`src/rtl/wheel_mult_arbiter.sv`:
```
// wheel_mult_arbiter
//   Four requesters share one sign-magnitude fixed-point multiplier. A
//   round-robin arbiter picks one request per operation. The FSM steps
//   IDLE -> MUL -> DONE, so one operation can start every 3 cycles.
//
//   GNT is issued in the IDLE cycle that accepts a request. VALID follows
//   2 cycles later, in DONE, and goes to the requester that was granted.
//   RESULT and OVR are decoded from the registered product. They therefore
//   hold their value from one DONE until the next DONE.
//
// Configuration macro:
//   WHEEL_MULT_ARBITER_SATURATE_EN  defined   -> saturate magnitude to all ones on overflow
//                                   undefined -> truncate magnitude to its low N_WIDTH-1 bits
//
// Ports:
//   WHEEL_MULT_ARBITER_CLOCK         clock, rising edge
//   WHEEL_MULT_ARBITER_RESET_InHigh  asynchronous active-high reset
//   WHEEL_MULT_ARBITER_REQ_InBus     [3:0] request, bit i = requester i
//   WHEEL_MULT_ARBITER_A_InBus       [4*N-1:0] packed multiplicands
//   WHEEL_MULT_ARBITER_B_InBus       [4*N-1:0] packed multipliers
//   WHEEL_MULT_ARBITER_GNT_OutBus    [3:0] one-hot grant pulse
//   WHEEL_MULT_ARBITER_RESULT_OutBus [N-1:0] sign-magnitude Q product
//   WHEEL_MULT_ARBITER_VALID_OutBus  [3:0] one-hot result-valid pulse
//   WHEEL_MULT_ARBITER_OVR_Out       overflow flag (qualified by VALID)
//   WHEEL_MULT_ARBITER_BUSY_Out      high whenever not IDLE
module wheel_mult_arbiter #(
  parameter int N_WIDTH = 17,
  parameter int Q_WIDTH = 8
) (
  input  logic                   WHEEL_MULT_ARBITER_CLOCK,
  input  logic                   WHEEL_MULT_ARBITER_RESET_InHigh,
  input  logic [3:0]             WHEEL_MULT_ARBITER_REQ_InBus,
  input  logic [4*N_WIDTH-1:0]   WHEEL_MULT_ARBITER_A_InBus,
  input  logic [4*N_WIDTH-1:0]   WHEEL_MULT_ARBITER_B_InBus,
  output logic [3:0]             WHEEL_MULT_ARBITER_GNT_OutBus,
  output logic [N_WIDTH-1:0]     WHEEL_MULT_ARBITER_RESULT_OutBus,
  output logic [3:0]             WHEEL_MULT_ARBITER_VALID_OutBus,
  output logic                   WHEEL_MULT_ARBITER_OVR_Out,
  output logic                   WHEEL_MULT_ARBITER_BUSY_Out
);

  localparam int MW = N_WIDTH - 1;   // magnitude width
  localparam int PW = 2 * MW;        // full product width

  typedef enum logic [1:0] {IDLE, MUL, DONE} state_t;

  logic clk, rst;
  assign clk = WHEEL_MULT_ARBITER_CLOCK;
  assign rst = WHEEL_MULT_ARBITER_RESET_InHigh;

  state_t               state, state_nxt;
  logic [1:0]           last_grant;
  logic [N_WIDTH-1:0]   a_lat, b_lat;
  logic [PW-1:0]        prod_mag;
  logic                 prod_sign;

  // Round-robin pick. The search starts just after the last winner.
  logic [1:0] pick;
  logic       any_req;
  always_comb begin
    pick    = '0;
    any_req = 1'b0;
    for (int k = 1; k <= 4; k++) begin
      logic [1:0] idx;
      idx = last_grant + 2'(k);
      if (!any_req && WHEEL_MULT_ARBITER_REQ_InBus[idx]) begin
        any_req = 1'b1;
        pick    = idx;
      end
    end
  end

  // Next state and Mealy grant. The grant is gated by reset, so no pulse
  // can leak out while reset is held.
  logic take;
  always_comb begin
    state_nxt = state;
    take      = 1'b0;
    WHEEL_MULT_ARBITER_GNT_OutBus = '0;
    case (state)
      IDLE: if (any_req && !rst) begin
        take      = 1'b1;
        state_nxt = MUL;
        WHEEL_MULT_ARBITER_GNT_OutBus = 4'b0001 << pick;
      end
      MUL:     state_nxt = DONE;
      DONE:    state_nxt = IDLE;
      default: state_nxt = IDLE;
    endcase
  end

  always_ff @(posedge clk or posedge rst) begin
    if (rst) state <= IDLE;
    else     state <= state_nxt;
  end

  // Operands are latched at grant. Later changes on the buses are ignored.
  always_ff @(posedge clk or posedge rst) begin
    if (rst) begin
      last_grant <= 2'd3;
      a_lat      <= '0;
      b_lat      <= '0;
    end else if (take) begin
      last_grant <= pick;
      a_lat      <= WHEEL_MULT_ARBITER_A_InBus[pick*N_WIDTH +: N_WIDTH];
      b_lat      <= WHEEL_MULT_ARBITER_B_InBus[pick*N_WIDTH +: N_WIDTH];
    end
  end

  // Full-width magnitude product. It is registered at the end of MUL, so it
  // is valid throughout DONE and stays put until the next operation.
  logic [PW-1:0] mul_full;
  assign mul_full = {{MW{1'b0}}, a_lat[MW-1:0]} * {{MW{1'b0}}, b_lat[MW-1:0]};

  always_ff @(posedge clk or posedge rst) begin
    if (rst) begin
      prod_mag  <= '0;
      prod_sign <= 1'b0;
    end else if (state == MUL) begin
      prod_mag  <= mul_full;
      prod_sign <= a_lat[N_WIDTH-1] ^ b_lat[N_WIDTH-1];
    end
  end

  // Result decode from the registered product.
  logic [PW-1:0] shifted;
  logic          ovr;
  logic [MW-1:0] mag_out;
  assign shifted = prod_mag >> Q_WIDTH;
  assign ovr     = |shifted[PW-1:MW];

`ifdef WHEEL_MULT_ARBITER_SATURATE_EN
  assign mag_out = ovr ? {MW{1'b1}} : shifted[MW-1:0];
`else
  assign mag_out = shifted[MW-1:0];
`endif

  // A zero magnitude is always reported as +0.
  assign WHEEL_MULT_ARBITER_RESULT_OutBus = {prod_sign & (|mag_out), mag_out};
  assign WHEEL_MULT_ARBITER_OVR_Out       = ovr;
  assign WHEEL_MULT_ARBITER_VALID_OutBus  = (state == DONE) ? (4'b0001 << last_grant) : 4'b0000;
  assign WHEEL_MULT_ARBITER_BUSY_Out      = (state != IDLE);

endmodule

```
`config.mk`:
```
export PLATFORM = sky130hd
export DESIGN_NAME = wheel_mult_arbiter
export DESIGN_NICKNAME = d
export VERILOG_FILES = /design/src/rtl/wheel_mult_arbiter.sv
export SDC_FILE = /design/constraint.sdc
export NUM_CORES = 1
export LEC_CHECK = 0
export CAP_MARGIN = 10
export CORE_ASPECT_RATIO = 1.4
export CORE_MARGIN = 1
export CORE_UTILIZATION = 45
export CTS_CLUSTER_DIAMETER = 50
export DETAILED_ROUTE_END_ITERATION = 6
export PLACE_DENSITY = 0.72
export SYNTH_ARGS = -nofsm -noshare
export SYNTH_HDL_FRONTEND = slang
export SYNTH_SLANG_ARGS = --single-unit
```
`constraint.sdc`:
```
create_clock -name WHEEL_MULT_ARBITER_CLOCK -period 7.4 [get_ports WHEEL_MULT_ARBITER_CLOCK]
set_input_delay 1.85 -clock WHEEL_MULT_ARBITER_CLOCK [delete_from_list [all_inputs] [get_ports WHEEL_MULT_ARBITER_CLOCK]]
set_output_delay 1.85 -clock WHEEL_MULT_ARBITER_CLOCK [all_outputs]
set_load 0.005 [all_outputs]
```
==> results of run 1 <==
==> layer usage <==
layer,vias to the layer above,routed length [um]
li1,4561,-
met1,4967,11500
met2,411,17300
met3,104,1690
met4,0,2080
met5,-,0
==> sequential cells by signal (all words and copies together), names as in the netlist <==
name	count
last_grant	2
state	2
a_lat	17
prod_sign	1
b_lat	17
prod_mag	24
==> Yosys cell counts, types with 9 or more instances <==
cell	number	area [um^2]
inv_1	241	905
o221ai_1	17	149
nor2_1	27	101
ha_1	105	1310
o311ai_1	18	158
a21oi_1	30	150
xnor2_1	13	114
dfrtp_1	61	1530
xor2_1	10	87.6
buf_4	18	135
clkbuf_1	55	206
a22oi_1	25	188
o21ai_1	12	60.1
mux2i_1	39	390
and2_1	130	813
nand2_1	195	732
a22oi_2	9	113
o21ai_0	43	215
fa_1	193	3860
==> layout by cell type, fill, tap and decap left out, types with 4 or more instances in the layout <==
master,instances
a211oi_1,5
a21o_1,4
a21oi_1,30
a22oi_1,25
a22oi_2,9
and2_1,130
and3_1,6
buf_4,25
clkbuf_16,9
clkdlybuf4s50_1,168
dfrtp_1,61
fa_1,193
ha_1,105
inv_1,240
mux2i_1,39
nand2_1,195
nand2b_1,4
nand3_1,7
nand4_1,4
nor2_1,27
nor3b_1,7
nor4_1,7
o21a_1,5
o21ai_0,43
o21ai_1,12
o21bai_1,4
o221ai_1,17
o311ai_1,18
o31ai_1,4
xnor2_1,13
xor2_1,10
==> path summary, 6_finish.rpt <==
kind | end | startpoint
setup / recovery | WHEEL_MULT_ARBITER_GNT_OutBus[3] | WHEEL_MULT_ARBITER_REQ_InBus[1]
hold / removal | prod_mag[31] | prod_mag[31]
setup reg to reg | prod_mag[19] | a_lat[7]
hold reg to reg | prod_mag[31] | prod_mag[31]
max in group asynchronous | prod_mag[15] | WHEEL_MULT_ARBITER_RESET_InHigh
min in group asynchronous | a_lat[12] | WHEEL_MULT_ARBITER_RESET_InHigh
==> through the flow <==
stage          setup WS, ns  cells
3_3_place_gp          0.766   1829
6_report              0.660   1845
3_5_place_dp          0.683   1829
4_1_cts               0.686   1845
5_1_grt               0.430   1845
2_1_floorplan          1.33   1359
==> cells by family after synthesis <==
group / Yosys count / share of synthesized area, %
DFF: 63 / 12.9
AOI/OAI and AO/OA: 201 / 11.7
and+or+nand+nor: 400 / 16.1
buffers and inverters: 330 / 11.2
xor gates and xnor gates: 23 / 1.65
muxes: 44 / 3.94
adders and majority gates: 298 / 42.4
==> critical path, stage by stage <==
cell	delay, ns
clkdlybuf4s50_1	0.63
mux4_2	0.34
nor2_1	0.07
a221o_1	0.32
and3_1	0.20
a31oi_4	0.57
and3_1	0.37
clkdlybuf4s50_1	0.55
==> area by class of cell <==
cell class | count | share of cell area, %
multi-input combinational | 966 | 64.4
timing repair buffer | 193 | 13.0
sequential | 63 | 11.0
inverter | 242 | 6.32
tap | 365 | 3.18
clock buffer | 10 | 1.59
clock inverter | 6 | 0.479
==> reports/summary.txt, run 1 <==
Vias/cell - 5.44
DP HPWL - 27,100 um
flip-flop and latch area - 1580 um^2
outcome - finished clean
reg2reg setup slack - 0.78 ns
grt met2 use - 44.6%
Syn Area/Cell - 8.98 um^2
DIE HEIGHT - 197 um
Core Rows - 71
WHS Path Cells - 2
Min-Delay Path Class - reg -> reg
antenna cells - 0
fraction of layout cells with a size suffix above 1 - 4.46%
Final Cycle Share - 91.1%
CTS max path bufs - 2
Final #Nets - 1,915
first-iteration detailed-routing DRC count - 530
total track usage - 24.6%
Slew HR - 28.7%
number of global-route vias before repair - 10,600
max-slew violation count - 0
Period minus WS final - 6.74 ns
skew final - 0.0100 ns
busiest grt layer - met2
CTS root buf - clkbuf_16
DRC - 0
Worst Path Arrival - 4.89 ns
critical path type - in -> out
Top FF cell, synth - dfrtp_1
Post-synth ARST share - 100%
Die ar. - 27,800 um^2
Final Wtd Congestion - 0.887
Slew @ Worst Pin - 1.07 ns
TritonCTS clock tree - built
clock buffer count from CTS - 9
routing usage on met3 - 3.04%
f_max - 0.148 GHz
Yosys reg bits - 63
RSZ-0062 raised after global routing - no
hold slack - 0.489 ns
io pins - 169
Die Wd - 141 um
Core ar. - 26,700 um^2
CTS clk-pin slew, worst paths - 0.06 ns
Post-synth EDFFs - 0
Filler cells - 2,466
synth-to-layout area growth - 17.8%
Worst setup EP type - output pin
DRT antenna net count - 0
worst r2r path cells - 20
Cell Area, Placed - 14,100 um^2
area of the multi-input gates - 9260 um^2
Cells after Synth - 1,359
endpoints failing setup - 0
post-synth cell types - 59
Vias - 10,000
H-tree Lvls - 3
Starting Density - 45.6%
mean routed wirelength per cell - 17.7 um
Routed Wire Length - 32,600 um
TritonCTS sink count - 63
# Post-CTS Setup Buffers - 0
Critical Path RT - 5.55 ns
setup TNS - 0 ns
largest net degree at the start of global routing - 64
clk_lat worst skew - 0.35 ns
fin util - 53.7%
port bufs - 168
Final Hold Fails - 0
register area share after synthesis - 12.9%
initial antenna violation count - 0
Post-Layout Inst Area - 14,400 um^2
CTS Hold Buffers Added - 0
met1 Resource Use GR - 26.7%
synthesized cell area - 12,200 um^2
warnings from Yosys - 0
Pre-antenna DRT Iters - 6
Worst setup SP type - primary input
Worst Path Max Fanout - 24
cts repair resizes - 0
global-route wire length before repair - 52,400 um
Congestion Overflow GR - 0
Synth Net Count - 1,799
Max Cap Viol - 0
Power of run 1 is left out: the tool's default activity adds up to more than one toggle a clock period on the data nets, which glitch-free logic cannot reach.
==> inputs of run 2 (changes only) <==
--- a/config.mk
+++ b/config.mk
@@ -11,7 +11,8 @@
 export CORE_UTILIZATION = 45
 export CTS_CLUSTER_DIAMETER = 50
 export DETAILED_ROUTE_END_ITERATION = 6
-export PLACE_DENSITY = 0.72
+export DONT_BUFFER_PORTS = 1
+export PLACE_DENSITY = 0.64
 export SYNTH_ARGS = -nofsm -noshare
 export SYNTH_HDL_FRONTEND = slang
 export SYNTH_SLANG_ARGS = --single-unit
==> run 2 against run 1 <==
Net effect: die area did not move; via count is 7.3% lower; first-iteration DRC count is 10% lower; clock skew decreased by 0.0010 ns; sequential share of layout area up 1.4 points; non-clock buffer count is 171 lower; critical path depth rose by 11; setup slack improved by 0.19 ns; fmax rose by 2.9%; core utilization is 6.1 points lower; cell count shrank 9.3%; clock-buffer cell count fell by 1; highest routed layer unchanged.
==> reports/summary.txt, run 2 (synthesis gave the netlist of run 1 again) <==
outcome - finished clean
number of global-route vias before repair - 9,891
Worst setup SP type - flip-flop
DRT antenna net count - 0
largest net degree at the start of global routing - 55
cts repair resizes - 0
fraction of layout cells with a size suffix above 1 - 4.97%
Routed Wire Length - 32,300 um
critical path type - reg -> reg
Die Wd - 141 um
setup TNS - 0 ns
Final #Nets - 1,744
antenna cells - 0
Starting Density - 45.6%
CTS Hold Buffers Added - 0
Worst Path Arrival - 6.77 ns
Vias - 9,306
clock buffer count from CTS - 9
Vias/cell - 5.56
Worst path most repeated cell - fa_1
f_max - 0.153 GHz
port bufs - 0
Worst setup EP type - flip-flop
endpoints failing setup - 0
CTS clk-pin slew, worst paths - 0.06 ns
most frequent cells in the layout - 240 x inv_1, 195 x nand2_1, 193 x fa_1
CP cell instances - nand2_1 > fa_1 > fa_1 > fa_1 > fa_1 > inv_1 > fa_1 > inv_1 > fa_1 > inv_1 > ha_1 > and3_1 > a221oi_1 > o21ai_0 > a21boi_0 > o21ai_0 > a21oi_1 > xor2_1 > o21ai_0
biggest regs - prod_mag: 24 flops, a_lat: 17 flops, b_lat: 17 flops
DIE HEIGHT - 197 um
synth-to-layout area growth - 4.29%
io pins - 169
TritonCTS sink count - 63
Filler cells - 2,560
total track usage - 24.5%
max-slew violation count - 0
clk_lat worst skew - 0.35 ns
Pre-antenna DRT Iters - 5
slowest stage cell, crit path - dfrtp_1
Biggest register - prod_mag
global-route wire length before repair - 51,500 um
skew final - 0.00897 ns
Worst Path Buf+Inv - 3
CP delay by family, top - adder cells
TritonCTS clock tree - built
Congestion Overflow GR - 0
Die ar. - 27,800 um^2
initial antenna violation count - 0
# Post-CTS Setup Buffers - 0
Worst Path Max Fanout - 17
H-tree Lvls - 3
max FFs per register - 24
Slew HR - 27.7%
Final Cycle Share - 88.6%
Final Wtd Congestion - 0.907
Max Cap Viol - 0
DRC - 0
Period minus WS final - 6.55 ns
Slew @ Worst Pin - 1.08 ns
mean routed wirelength per cell - 19.3 um
CTS max path bufs - 2
DP HPWL - 26,500 um
Min-Delay Path Class - reg -> reg
Critical Path RT - 7.62 ns
hold slack - 0.488 ns
CP max stage delay - 0.70 ns
CTS root buf - clkbuf_16
Core ar. - 26,700 um^2
Core Rows - 71
Final Hold Fails - 0
first-iteration detailed-routing DRC count - 475
RSZ-0062 raised after global routing - no
most common cell after layout, fill and taps aside - inv_1
## run 2: cell count changes in the layout (fill, tap and decap cells not counted), sizes merged
cell	change
bufinv	+2
inv	+2
clkdlybuf4s50	-168
clkinvlp	-1
clkinv	-2
buf	-3
clkbuf	-1
## run 2: path summary, 6_finish.rpt
path	to	start	cells after the start	slack [ns]
setup / recovery	prod_mag[19]	b_lat[1]	19	0.85
hold / removal	prod_mag[29]	prod_mag[29]	2	0.49
max in group asynchronous	prod_mag[13]	WHEEL_MULT_ARBITER_RESET_InHigh	2	5.08
hold reg to reg	prod_mag[29]	prod_mag[29]	2	0.49
setup reg to reg	prod_mag[19]	b_lat[1]	19	0.85
min in group asynchronous	a_lat[11]	WHEEL_MULT_ARBITER_RESET_InHigh	1	1.38
## run 2: layer usage
metal  up-vias  global-route usage (%)  share of wire [%]
li1       4215                       -                  -
met1      4698                    25.6                 36
met2       313                    46.4                 54
met3        80                    2.99                4.4
met4         0                    14.4                5.7
met5         -                       0                  0
## run 2: stage by stage
step                util, %  worst slack [ns]  std cells  instance area (um^2)
global route           47.6             0.319       1674                 12700
finish                 47.6             0.846       1674                 12700
floorplan                 -              1.33       1359                 12200
detailed placement     46.3             0.832       1658                 12400
CTS                    47.6             0.795       1674                 12700
global placement       46.3             0.924       1658                 12400
## run 2: cell type report
type | count | area (um^2) | share of cell area, %
multi-input combinational | 966 | 9270 | 72.8
sequential | 63 | 1580 | 12.4
inverter | 242 | 908 | 7.14
tap | 365 | 457 | 3.59
clock buffer | 9 | 225 | 1.77
timing repair buffer | 22 | 165 | 1.30
clock inverter | 7 | 128 | 1.00
## run 2: worst min-delay path: stages (launching register included)
cell and delay (ns):
dfrtp_1 0.35, nand2_1 0.05, o31ai_1 0.06
Power of run 2 is left out for the same reason.
